[config.mk]
export PLATFORM = sky130hd
export DESIGN_NAME = core_dispatch_arbiter
export DESIGN_NICKNAME = d
export VERILOG_FILES = /design/src/rtl/core_dispatch_pkg.sv /design/src/rtl/core_dispatch_arbiter_rr_select.sv /design/src/rtl/core_dispatch_arbiter.sv
export SDC_FILE = /design/constraint.sdc
export NUM_CORES = 1
export LEC_CHECK = 0
export CAP_MARGIN = 0
export CORE_UTILIZATION = 49
export CTS_BUF_LIST = sky130_fd_sc_hd__clkbuf_16
export CTS_CLUSTER_DIAMETER = 80
export CTS_CLUSTER_SIZE = 16
export DETAILED_ROUTE_END_ITERATION = 12
export GPL_ROUTABILITY_DRIVEN = 0
export GPL_TIMING_DRIVEN = 0
export PLACE_DENSITY_LB_ADDON = 0.25
export SYNTH_ARGS = -nofsm -noshare
export SYNTH_HDL_FRONTEND = slang
export SYNTH_SLANG_ARGS = --single-unit
[constraint.sdc]
create_clock -name clk -period 4.2 [get_ports clk]
set_input_delay 0.42 -clock clk [delete_from_list [all_inputs] [get_ports clk]]
set_output_delay 0.42 -clock clk [all_outputs]
set_load 0.02 [all_outputs]
[src/rtl/core_dispatch_pkg.sv]
// Shared types and default sizing for the core dispatch arbiter.
package core_dispatch_pkg;

  // Two-state dispatch FSM: arbitrate in IDLE, present the grant pulse in GRANT.
  typedef enum logic {
    IDLE  = 1'b0,
    GRANT = 1'b1
  } state_t;

  localparam int DEFAULT_CORES   = 4;
  localparam int DEFAULT_NUM_REQ = 4;

endpackage

[src/rtl/core_dispatch_arbiter_rr_select.sv]
// Round-robin requester selector: returns a one-hot winner, searching from ptr_i upward with wrap.
module rr_select
  import core_dispatch_pkg::*;
#(
  parameter int NUM_REQ = DEFAULT_NUM_REQ,
  parameter int PW      = $clog2(DEFAULT_NUM_REQ)
) (
  input  logic [NUM_REQ-1:0] req_i,
  input  logic               en_i,
  input  logic [PW-1:0]      ptr_i,
  output logic [NUM_REQ-1:0] winner_o
);

  // Walk offsets from farthest to nearest so the request closest to the pointer wins.
  always_comb begin
    int idx;
    idx      = 0;
    winner_o = '0;
    if (en_i) begin
      for (int i = NUM_REQ - 1; i >= 0; i--) begin
        idx = (int'(ptr_i) + i) % NUM_REQ;
        if (req_i[idx]) begin
          winner_o      = '0;
          winner_o[idx] = 1'b1;
        end
      end
    end
  end

endmodule

[src/rtl/core_dispatch_arbiter.sv]
// Core dispatch arbiter: hands the lowest-index free core to one requester per two cycles
// and takes cores back on release strobes.
// Build option: define CORE_DISPATCH_RR_EN for round-robin requester selection;
// the default build uses fixed priority (lowest requester index wins).
module core_dispatch_arbiter
  import core_dispatch_pkg::*;
#(
  parameter int CORES   = DEFAULT_CORES,
  parameter int NUM_REQ = DEFAULT_NUM_REQ
) (
  input  logic                     clk,
  input  logic                     reset,
  input  logic [NUM_REQ-1:0]       req,
  output logic [NUM_REQ-1:0]       grant,
  output logic [$clog2(CORES)-1:0] grant_core_id,
  input  logic                     core_release,
  input  logic [$clog2(CORES)-1:0] released_core_id,
  output logic [$clog2(CORES):0]   free_count,
  output logic                     all_busy,
  output logic                     release_err
);

  localparam int CW = $clog2(CORES);
  localparam int PW = $clog2(NUM_REQ);

  state_t             state_q, state_d;
  logic [CORES-1:0]   free_q, free_d;
  logic [NUM_REQ-1:0] grant_q, grant_d;
  logic [CW-1:0]      core_id_q, core_id_d;
  logic [CW:0]        free_count_q, free_count_d;
  logic               all_busy_q, all_busy_d;
  logic               release_err_q, release_err_d;
  logic [NUM_REQ-1:0] winner;
  logic [CW-1:0]      alloc_core;
  logic               arb_en;
  logic               arb_fire;

  function automatic logic [CW-1:0] lowest_free(input logic [CORES-1:0] bm);
    logic [CW-1:0] id;
    id = '0;
    for (int i = CORES - 1; i >= 0; i--) begin
      if (bm[i]) id = CW'(i);
    end
    return id;
  endfunction

  function automatic logic [CW:0] popcount(input logic [CORES-1:0] bm);
    logic [CW:0] c;
    c = '0;
    for (int i = 0; i < CORES; i++) begin
      c = c + {{CW{1'b0}}, bm[i]};
    end
    return c;
  endfunction

  // Arbitration is only possible in IDLE with at least one free core; it uses the pre-edge bitmap.
  assign arb_en     = (state_q == IDLE) && (|free_q);
  assign arb_fire   = arb_en && (|req);
  assign alloc_core = lowest_free(free_q);

`ifdef CORE_DISPATCH_RR_EN
  logic [PW-1:0] ptr_q, ptr_d;
  logic [PW-1:0] win_idx;

  rr_select #(
    .NUM_REQ (NUM_REQ),
    .PW      (PW)
  ) u_rr_select (
    .req_i    (req),
    .en_i     (arb_en),
    .ptr_i    (ptr_q),
    .winner_o (winner)
  );

  // Encode the one-hot winner so the pointer can move just past it.
  always_comb begin
    win_idx = '0;
    for (int i = 0; i < NUM_REQ; i++) begin
      if (winner[i]) win_idx = PW'(i);
    end
    ptr_d = ptr_q;
    if (arb_fire) begin
      ptr_d = (win_idx == PW'(NUM_REQ - 1)) ? '0 : win_idx + PW'(1);
    end
  end

  // Round-robin pointer advances only when a grant is issued.
  always_ff @(posedge clk) begin
    if (reset) ptr_q <= '0;
    else       ptr_q <= ptr_d;
  end
`else
  // Fixed priority: lowest-index active request wins.
  always_comb begin
    winner = '0;
    if (arb_en) begin
      for (int i = NUM_REQ - 1; i >= 0; i--) begin
        if (req[i]) begin
          winner    = '0;
          winner[i] = 1'b1;
        end
      end
    end
  end
`endif

  // Next-state: release first, then allocation, so a same-core clash resolves to the allocation.
  always_comb begin
    state_d       = IDLE;
    grant_d       = '0;
    core_id_d     = core_id_q;
    free_d        = free_q;
    release_err_d = release_err_q;
    if (core_release) begin
      if (free_q[released_core_id]) release_err_d = 1'b1;
      else                          free_d[released_core_id] = 1'b1;
    end
    case (state_q)
      IDLE: begin
        if (arb_fire) begin
          state_d            = GRANT;
          grant_d            = winner;
          core_id_d          = alloc_core;
          free_d[alloc_core] = 1'b0;
        end
      end
      GRANT: state_d = IDLE;
      default: state_d = IDLE;
    endcase
    free_count_d = popcount(free_d);
    all_busy_d   = ~|free_d;
  end

  // State and output registers; reset frees every core and forgets any in-flight grant.
  always_ff @(posedge clk) begin
    if (reset) begin
      state_q       <= IDLE;
      grant_q       <= '0;
      core_id_q     <= '0;
      free_q        <= '1;
      free_count_q  <= (CW + 1)'(CORES);
      all_busy_q    <= 1'b0;
      release_err_q <= 1'b0;
    end else begin
      state_q       <= state_d;
      grant_q       <= grant_d;
      core_id_q     <= core_id_d;
      free_q        <= free_d;
      free_count_q  <= free_count_d;
      all_busy_q    <= all_busy_d;
      release_err_q <= release_err_d;
    end
  end

  assign grant         = grant_q;
  assign grant_core_id = core_id_q;
  assign free_count    = free_count_q;
  assign all_busy      = all_busy_q;
  assign release_err   = release_err_q;

endmodule

### After elaboration in Yosys (flattened, before gate mapping)

Cells that the tools add are included.

* input port bits: 9
* logic and storage cells: 57
* output and inout bits: 11
* register bits: 16

* $add $sub $neg: 3
* reduce and logical (&&, ||, !) cells: 14
* order comparisons: 4
* mux-type cells: 20
* bitwise gates (word level): 6

Operators with widths (number)
* 2-to-1 mux 4 bit: 5
* OR reduction 4 bit: 4
* 2-to-1 mux 2 bit: 5
* OR reduction 7 bit: 1
* less-than comparator 2 x 3 -> 1 bit (second input constant): 2
* OR reduction 6 bit: 1
* 2-to-1 mux 1 bit: 5
* OR reduction 5 bit: 1
* bitwise AND 4 bit: 1
* demux 1 bit (select 2 bit): 2
* greater-or-equal comparator 2 x 1 -> 1 bit (second input constant): 2
* logical AND 1 bit: 4
* NOT 4 bit: 1
* OR 4 bit: 1
* AND reduction 2 bit: 2
* adder 2 x 1 -> 3 bit: 1
* adder 3 x 1 -> 3 bit: 1
* 2-to-1 mux 3 bit: 1
* NOT 1 bit: 3
* adder 1 x 1 -> 2 bit: 1
* binary-select mux 1 bit (select 2 bit): 1
* one-hot mux 1 bit (2 select lines): 1
* logical NOT 1 bit: 1

### Depth between registers and ports, before layout

* depth after elaboration: 15
* gate-level depth with buffers: 8
* depth with buffers taken out: 7

### Worst setup path after synthesis

Ideal clock, no wire load.

* kind: in2reg
* from: in req[1]
* to: reg free_count_q[2] (netlist: free_count[2])
* slack: 1.809 ns
* library setup time: 0.123 ns
* cell stages on the path: 7
* data required time: 4.077 ns
* path buffers: 0
* arrival time: 2.268 ns
* cell sequence: or4_4 > nand2_1 > a22o_1 > fa_1 > ha_1 > ha_1 > or2_2

* cells in the longest elaborated chain, start to end: 7

RTL lines
* from (decl): line core_dispatch_arbiter.sv:13 `input logic [NUM_REQ-1:0] req,`
* OR reduction 4 bit: line core_dispatch_arbiter.sv:58 `assign arb_fire = arb_en && (|req);`
* logical AND 1 bit: line core_dispatch_arbiter.sv:58
* 2-to-1 mux 4 bit: line core_dispatch_arbiter.sv:120 `if (arb_fire) begin`
* 2-to-1 mux 4 bit: line core_dispatch_arbiter.sv:118 `case (state_q)`
* named net free_d[0]: line core_dispatch_arbiter.sv:27 `logic [CORES-1:0] free_q, free_d;`
* adder 1 x 1 -> 2 bit: line core_dispatch_arbiter.sv:51 `c = c + {{CW{1'b0}}, bm[i]};`
* adder 2 x 1 -> 3 bit: line core_dispatch_arbiter.sv:51
* adder 3 x 1 -> 3 bit: line core_dispatch_arbiter.sv:51
* named net free_count_d[2]: line core_dispatch_arbiter.sv:30 `logic [CW:0] free_count_q, free_count_d;`
* to (signal assigned): line core_dispatch_arbiter.sv:141 `free_count_q <= (CW + 1)'(CORES);`
* to (signal assigned): line core_dispatch_arbiter.sv:149 `free_count_q <= free_count_d;`
* to (decl): line core_dispatch_arbiter.sv:30

The timed path passes the listed nets, and every way through them passes these cells.
A chain may end at the register's enable or synchronous reset.

### Worst setup path after layout

* from: in req[0]
* to: reg free_count_q[2] (netlist: free_count[2])

Same word-level chain as after synthesis.

==> results.py <==
metrics = {
    "clock_tree": {
        "clk_slew_on_worst_s_h_paths_ps": 50,
        "clock_insertion_delay_worst_skew_ps": 240,
        "root_buffer": "sky130_fd_sc_hd__clkbuf_16",
        "cts.sink_count": 16,
        "cts_tree": "built",
        "post_cts_resized": 0,
        "cts_max_path_buffers": 2,
        "tritoncts.num_buffers": 3,
        "postCtsSetupBuffers": 0,
        "cts_hold_buffers_added": 0,
        "ctsHtreeMaxLevel": 1,
    },
    "floorplanning": {
        "vertical_die_dimension_um": 41.0,
        "die-area_sq_mm": 0.00168,
        "core_region_area_sq_mm": 0.00137,
        "floorplan.initialDensity": 0.547,
        "floorplan.rows": 13,
        "floorplan.die.width_um": 41.0,
        "io-pin-count": 20,
    },
    "global_routing": {
        "global_route.peak_usage_layer": "met2",
        "grtUsageTotal": 0.237,
        "gr-usage-met2": 0.383,
        "grt_start_max_net_pins": 11,
        "met1_usage": 0.282,
        "global_route.overflow_total": 0,
        "grt_use_met3": 0.0978,
        "number_of_antenna_violations_at_the_first_check_in_global_routing": 0,
        "grt_pass1_vias": 538,
        "grt_first_pass_wirelength_um": 2480,
    },
    "power": {
        "overall_power_consumption_uw": 445,
        "p_per_area_mw_per_mm2": 430,
        "swShare": 0.242,
        "net_switching_power_of_the_design_uw": 108,
        "power_leakage_uw": 0.000403,
        "worst_ir_drop_vdd_mv": 0.498,
        "power.share.combinational": 0.201,
        "pwr-share-clk": 0.410,
        "power_frac_seq": 0.389,
        "cellInternalPower_uw": 338,
    },
    "logic_synthesis": {
        "mappedNetlistArea_sq_um": 747,
        "synth_edf_count": 0,
        "yosysWarningCount": 0,
        "ys_seq_elements": 16,
        "syn-instance-count": 67,
        "synth_seq_area_share": 0.429,
        "asyncSetResetFlopFracSynth": 0,
        "post_synth_num_cell_types": 32,
        "synth.net_count": 80,
        "ys.flop_type": "sky130_fd_sc_hd__dfxtp_1",
        "avg_cell_area_syn_sq_um": 11.1,
    },
    "setup_path": {
        "reg2reg_depth": 8,
        "path_max_fanout": 6,
        "worstPathRequired_ps": 4330,
        "crit_type": "in -> reg",
        "crit_path_end_kind": "register",
        "crit_arrival_ps": 2980,
        "cp-start-kind": "input pin",
        "cp_common_cell": "sky130_fd_sc_hd__ha_1",
        "regToRegSetupSlack_ps": 1880,
        "worstPathCellList": "clkdlybuf4s50_1 -> or4_4 -> nand2_1 -> a22o_1 -> fa_1 -> ha_1 -> ha_1 -> or2_2",
        "max_stage_delay_ps": 590,
        "timing.critical_path.slowest_stage_cell": "sky130_fd_sc_hd__or4_4",
    },
    "hold_path": {
        "worstHoldPathType": "reg -> reg",
        "min_path_cells": 2,
    },
    "final_layout": {
        "share_of_the_core_filled_with_cells_in_the_final_layout": 0.757,
        "share_of_final_layout_standard_cells_stronger_than_drive_strength_1": 0.156,
        "area.growth.synth_to_final_pct": 38.5,
        "antennaDiodeCount": 0,
        "fin_cells": 105,
        "finalNetCount": 104,
    },
    "placed_design": {
        "number_of_buffer_cells_added_on_primary_ports": 19,
        "dp_cells": 101,
        "hpwl_um": 1210,
    },
    "sta": {
        "post-route-period-util": 0.680,
        "fin_worst_skew_ps": 1.13,
        "final-setup-viol-count": 0,
        "tightest_slew_ps": 591,
        "timing.fmax_mhz": 350,
        "max-slew-margin-rel": 0.603,
        "report.final.slew_viol_count": 0,
        "final_hold_violations": 0,
        "tns_ps": 0,
        "setup_repair_after_global_routing_missed_its_margin": "no",
        "timing.final.crit_period_ps": 2860,
    },
    "outcome": {
        "outcome": "completed",
    },
    "routing": {
        "remaining_drc_errors": 0,
        "avgRoutedWirePerCell_um": 15.8,
        "detailedRoute.firstIterationViolations": 10,
        "viasPerCell": 5.80,
        "drt-total-wl_um": 1660,
        "vias": 609,
        "dr.pass1.iters": 6,
        "ant_nets": 0,
    },
    "flow_run": {
        "maxCapViolCount": 0,
    },
}
==> worst paths after layout <==
path	start	to
hold reg to reg	release_err	release_err
hold / removal	release_err	release_err
setup reg to reg	free_q[0]	free_count[2]
setup / recovery	req[0]	free_count[2]
==> metrics by stage <==
| step | cell area (sq um) | hold WS (ps) | worst slack (ps) |
|---|---|---|---|
| after detailed placement | 956 | 486 | 1120 |
| after floorplan | 747 | 492 | 1810 |
| after global routing | 1030 | 523 | 1260 |
| final | 1030 | 488 | 1340 |
| after CTS | 1030 | 499 | 1360 |
| after global placement | 956 | 459 | 1190 |
==> logic make-up after synthesis <==
family                   after synthesis  synth area share
multiplexers                           1            0.0301
AND/OR/NAND/NOR                       29             0.265
AO/OA/AOI/OAI                         12             0.173
adder cells (fa/ha/maj)                4            0.0771
flip-flops                            16             0.429
buffers and inverters                  5            0.0268
==> synth_stat cells, types with 2 or more instances <==
library cell	count	share of area
sky130_fd_sc_hd__nor2_1	6	0.030
sky130_fd_sc_hd__nor4b_1	2	0.023
sky130_fd_sc_hd__o221a_2	2	0.030
sky130_fd_sc_hd__dfxtp_1	16	0.43
sky130_fd_sc_hd__inv_1	4	0.020
sky130_fd_sc_hd__and3b_1	3	0.035
sky130_fd_sc_hd__nor3_1	2	0.013
sky130_fd_sc_hd__nor2b_1	3	0.025
sky130_fd_sc_hd__nand2_1	2	0.010
sky130_fd_sc_hd__a21oi_1	2	0.013
sky130_fd_sc_hd__ha_1	3	0.050
sky130_fd_sc_hd__nand2b_1	2	0.017
==> layout make-up <==
| cell class | count | area [sq um] |
|---|---|---|
| Clock inverter | 1 | 3.75 |
| Fill cell | 99 | 332 |
| Multi-Input combinational cell | 46 | 407 |
| Inverter | 4 | 15.0 |
| Timing Repair Buffer | 19 | 190 |
| Buffer | 1 | 5.00 |
| Sequential cell | 16 | 320 |
| Clock buffer | 3 | 75.1 |
| Tap cell | 15 | 18.8 |
==> power groups by stage <==
stage	combinational, uW	sequential, uW	clock, uW
after floorplan	37.0	187	0
after global placement	85.8	176	0
after detailed placement	89.1	176	0
after CTS	90.3	173	185
after global routing	95.3	175	192
final	89.3	173	183
==> flip-flops by register name, summed over array words and instances, names as in the netlist <==
signal         cells
free_q             4
grant              4
free_count         3
grant_core_id      2
all_busy           1
release_err        1
state_q            1
==> cell usage in the layout (no fill, tap or decap), types with 2 or more instances in the layout <==
cell type and instances:
sky130_fd_sc_hd__a21oi_1 2, sky130_fd_sc_hd__and3b_1 3, sky130_fd_sc_hd__clkbuf_16 3, sky130_fd_sc_hd__clkdlybuf4s50_1 19, sky130_fd_sc_hd__dfxtp_1 16, sky130_fd_sc_hd__ha_1 3, sky130_fd_sc_hd__inv_1 4, sky130_fd_sc_hd__nand2_1 2
sky130_fd_sc_hd__nand2b_1 2, sky130_fd_sc_hd__nor2_1 6, sky130_fd_sc_hd__nor2b_1 3, sky130_fd_sc_hd__nor3_1 2, sky130_fd_sc_hd__nor4b_1 2, sky130_fd_sc_hd__o221a_2 2
==> per-layer routing <==
| layer | vias to the layer above | part of all wire |
|---|---|---|
| met5 | - | 0 |
| met4 | 0 | 0.0091 |
| met3 | 2 | 0.038 |
| met2 | 16 | 0.50 |
| met1 | 298 | 0.45 |
| li1 | 293 | - |
==> critical path, delay by kind of cell <==
family | cells | cell delay (ps)
adders and majority gates | 3 | 780
and+or+nand+nor | 3 | 1050
buffers and inverters | 1 | 520
AOI/OAI and AO/OA | 1 | 210
(Power assumes the default switching activity.)
==> RTL change: new RTL, same settings <==
The option `CORE_DISPATCH_RR_EN` is turned on by a define.
--- a/src/rtl/core_dispatch_arbiter.sv
+++ b/src/rtl/core_dispatch_arbiter.sv
@@ -2,6 +2,8 @@
 // and takes cores back on release strobes.
 // Build option: define CORE_DISPATCH_RR_EN for round-robin requester selection;
 // the default build uses fixed priority (lowest requester index wins).
+`define CORE_DISPATCH_RR_EN
+
 module core_dispatch_arbiter
   import core_dispatch_pkg::*;
 #(
Check against the original RTL: not equivalent (Yosys sat finds a counterexample within 4 cycles, from zero or initial values and one cycle with reset high).
==> RTL change against the unedited design <==
- setup slack worse by 0.21 ns
- critical path type unchanged
- highest routed layer unchanged
- routed wire length up 40%
- sequential cell count up 2
- synthesized area up 52%
- combinational power rose to 5.0 times the old value
- largest cell class unchanged
- design area up 39%
- cell count up 66%
- total power up 92%
==> RTL change: results (changes against the unedited design) <==
Parameter                              Value

CTS
  Max Root-Sink Buffers ... 2 (unchanged)
  Clock latency of the later-clocked register in the worst-skew pair ... 0.24 ns (about the same)
  H-Tree Level Count ... 1 (unchanged)
  Number of buffers inserted by post-CTS setup repair ... 0 (unchanged)
  Root Driver ... sky130_fd_sc_hd__clkbuf_16
  Clk pin slew, worst setup/hold paths ... 0.05 ns (about the same)
  Total clock buffers created by CTS ... 3 (unchanged)
  Post-cts resize count ... 0 (unchanged)

Logic synthesis
  Top cells by count, synth ... 18 x sky130_fd_sc_hd__dfxtp_1, 16 x sky130_fd_sc_hd__nor2_1, 10 x sky130_fd_sc_hd__ha_1
  Count of distinct cell types in the synthesized netlist ... 41 (+28%)
  Cells taking the most area after synthesis ... sky130_fd_sc_hd__dfxtp_1 32%, sky130_fd_sc_hd__ha_1 11%, sky130_fd_sc_hd__nor2_1 5.3%
  Proportion of synthesized chip area in sequential cells ... 0.318 (-0.111)
  Async set-or-reset flop fraction in the synthesized netlist ... 0 (unchanged)
  Count of warnings emitted by yosys ... 0 (unchanged)
  Total nets after synthesis ... 143 (+79%)

STA
  Final clock skew ... 0.00177 ns (+0.000646 ns)
  Worst-Margin Slew ... 0.799 ns (+0.208 ns)

Detailed routing
  Post-DR wirelength/cell ... 13.4 µm (-15%)
  Detailed router's first-iteration violation count ... 18 (+8)
  First-pass iteration count of the detailed router ... 4 (-2)
  Count of vias placed by the detailed router ... 999 (+64%)

Power and ir drop
  Leakage power ... 0.561 nW (+39%)
  Maximum resistive drop on vdd ... 0.354 mV (-29%)

Global route
  Global-route wire length before repair ... 3950 µm (+59%)
  Number of antenna violations at the first check in global routing ... 0 (unchanged)
  Total global-route track usage ... 0.206 (-0.0314)
  Number of global-route vias before repair ... 960 (+78%)
  Pin count of the biggest net entering global routing ... 11 (unchanged)

Worst setup path
  Delay of the slowest cell on the worst path ... 0.80 ns (+0.21 ns)
  Cell family contributing the most delay on the critical path ... compound AO/OA/AOI/OAI gates
  Slowest CP cell ... sky130_fd_sc_hd__o41ai_2
  Critical path arrival ... 3.20 ns (+0.22 ns)
  Biggest fanout along the worst timing path ... 9 (+3)

Final layout
  Antenna cell count ... 0 (unchanged)
  Total of fill cells in the finished design ... 188 (+90%)
  Proportion of layout cells with a drive suffix above 1 ... 0.103 (-0.0528)
  NumNets Final ... 167 (+61%)

Min path
  Hold-critical path depth ... 2 (unchanged)
  Path class of the lowest-slack min-delay path ... reg2reg

Place
  Total of buffers placed on input and output ports ... 19 (unchanged)
  Worst Setup Slack post-DPL ... 0.870 ns (-0.251 ns)
  HPWL after detailed placement ... 1800 µm (+49%)

Status
  Outcome ... completed
RTL change: cell count changes after synthesis, moves of 3 or more:
cell / before / now
sky130_fd_sc_hd__a21oi_1: 2 / 5
sky130_fd_sc_hd__a31o_1: 0 / 3
sky130_fd_sc_hd__and3b_1: 3 / 0
sky130_fd_sc_hd__ha_1: 3 / 10
sky130_fd_sc_hd__inv_1: 4 / 8
sky130_fd_sc_hd__mux2_2: 0 / 3
sky130_fd_sc_hd__mux2i_1: 0 / 3
sky130_fd_sc_hd__nand2_1: 2 / 7
sky130_fd_sc_hd__nand2b_1: 2 / 5
sky130_fd_sc_hd__nor2_1: 6 / 16
sky130_fd_sc_hd__o31ai_1: 0 / 4
RTL change: report_power, final:
group	switching [mW]	internal (mW)	leakage [nW]	total (mW)
sequential	0.0244	0.200	0.149	0.225
combinational	0.239	0.204	0.374	0.444
clock	0.0594	0.126	0.0385	0.186
RTL change: worst paths after layout:
check | startpoint | to | slack [ns]
setup reg to reg | ptr_q[1] | ptr_q[0] | 1.33
setup / recovery | req[0] | free_count[2] | 1.13
hold reg to reg | release_err | release_err | 0.48
hold / removal | release_err | release_err | 0.48
RTL change: stage by stage:
step                power, mW  cells  area [µm²]  hold WS (ns)  utilization
floorplan               0.557    123        1130         0.492            -
global placement        0.652    170        1360         0.456        0.620
detailed placement      0.665    170        1360         0.462        0.620
CTS                     0.855    174        1440         0.491        0.656
global route            0.912    174        1440         0.508        0.656
finish                  0.854    174        1440         0.485        0.656
RTL change: routing by layer:
layer,up-vias,GRT usage,part of all wire
met2,25,0.384,0.54
li1,495,-,-
met5,-,0,0
met4,0,0.0762,0.0043
met1,477,0.225,0.43
met3,2,0.0370,0.031
RTL change: final cells by class:
class	instances	area, µm²	area share
buffer	3	12.5	0.00871
clock buffer	3	75.1	0.0523
clock inverter	1	3.75	0.00261
inverter	9	33.8	0.0235
multi-input combinational	93	726	0.505
sequential	18	360	0.251
tap	28	35.0	0.0244
timing repair buffer	19	190	0.132
RTL change: cells by family (layout without fill, tap and decap cells):
kind of cell             Yosys count  count (layout)  synth area share
AO/OA/AOI/OAI                     30              30             0.212
adder cells (fa/ha/maj)           11              11             0.128
buffers and inverters             12              35            0.0409
flip-flops                        18              18             0.318
multiplexers                       9               9             0.116
AND/OR/NAND/NOR                   43              43             0.185
RTL change: tightest hold or removal path, cell delays in order, from the launching register on:
cell	delay, ns
sky130_fd_sc_hd__dfxtp_1	0.33
sky130_fd_sc_hd__a21oi_1	0.05
sky130_fd_sc_hd__nor2_1	0.07
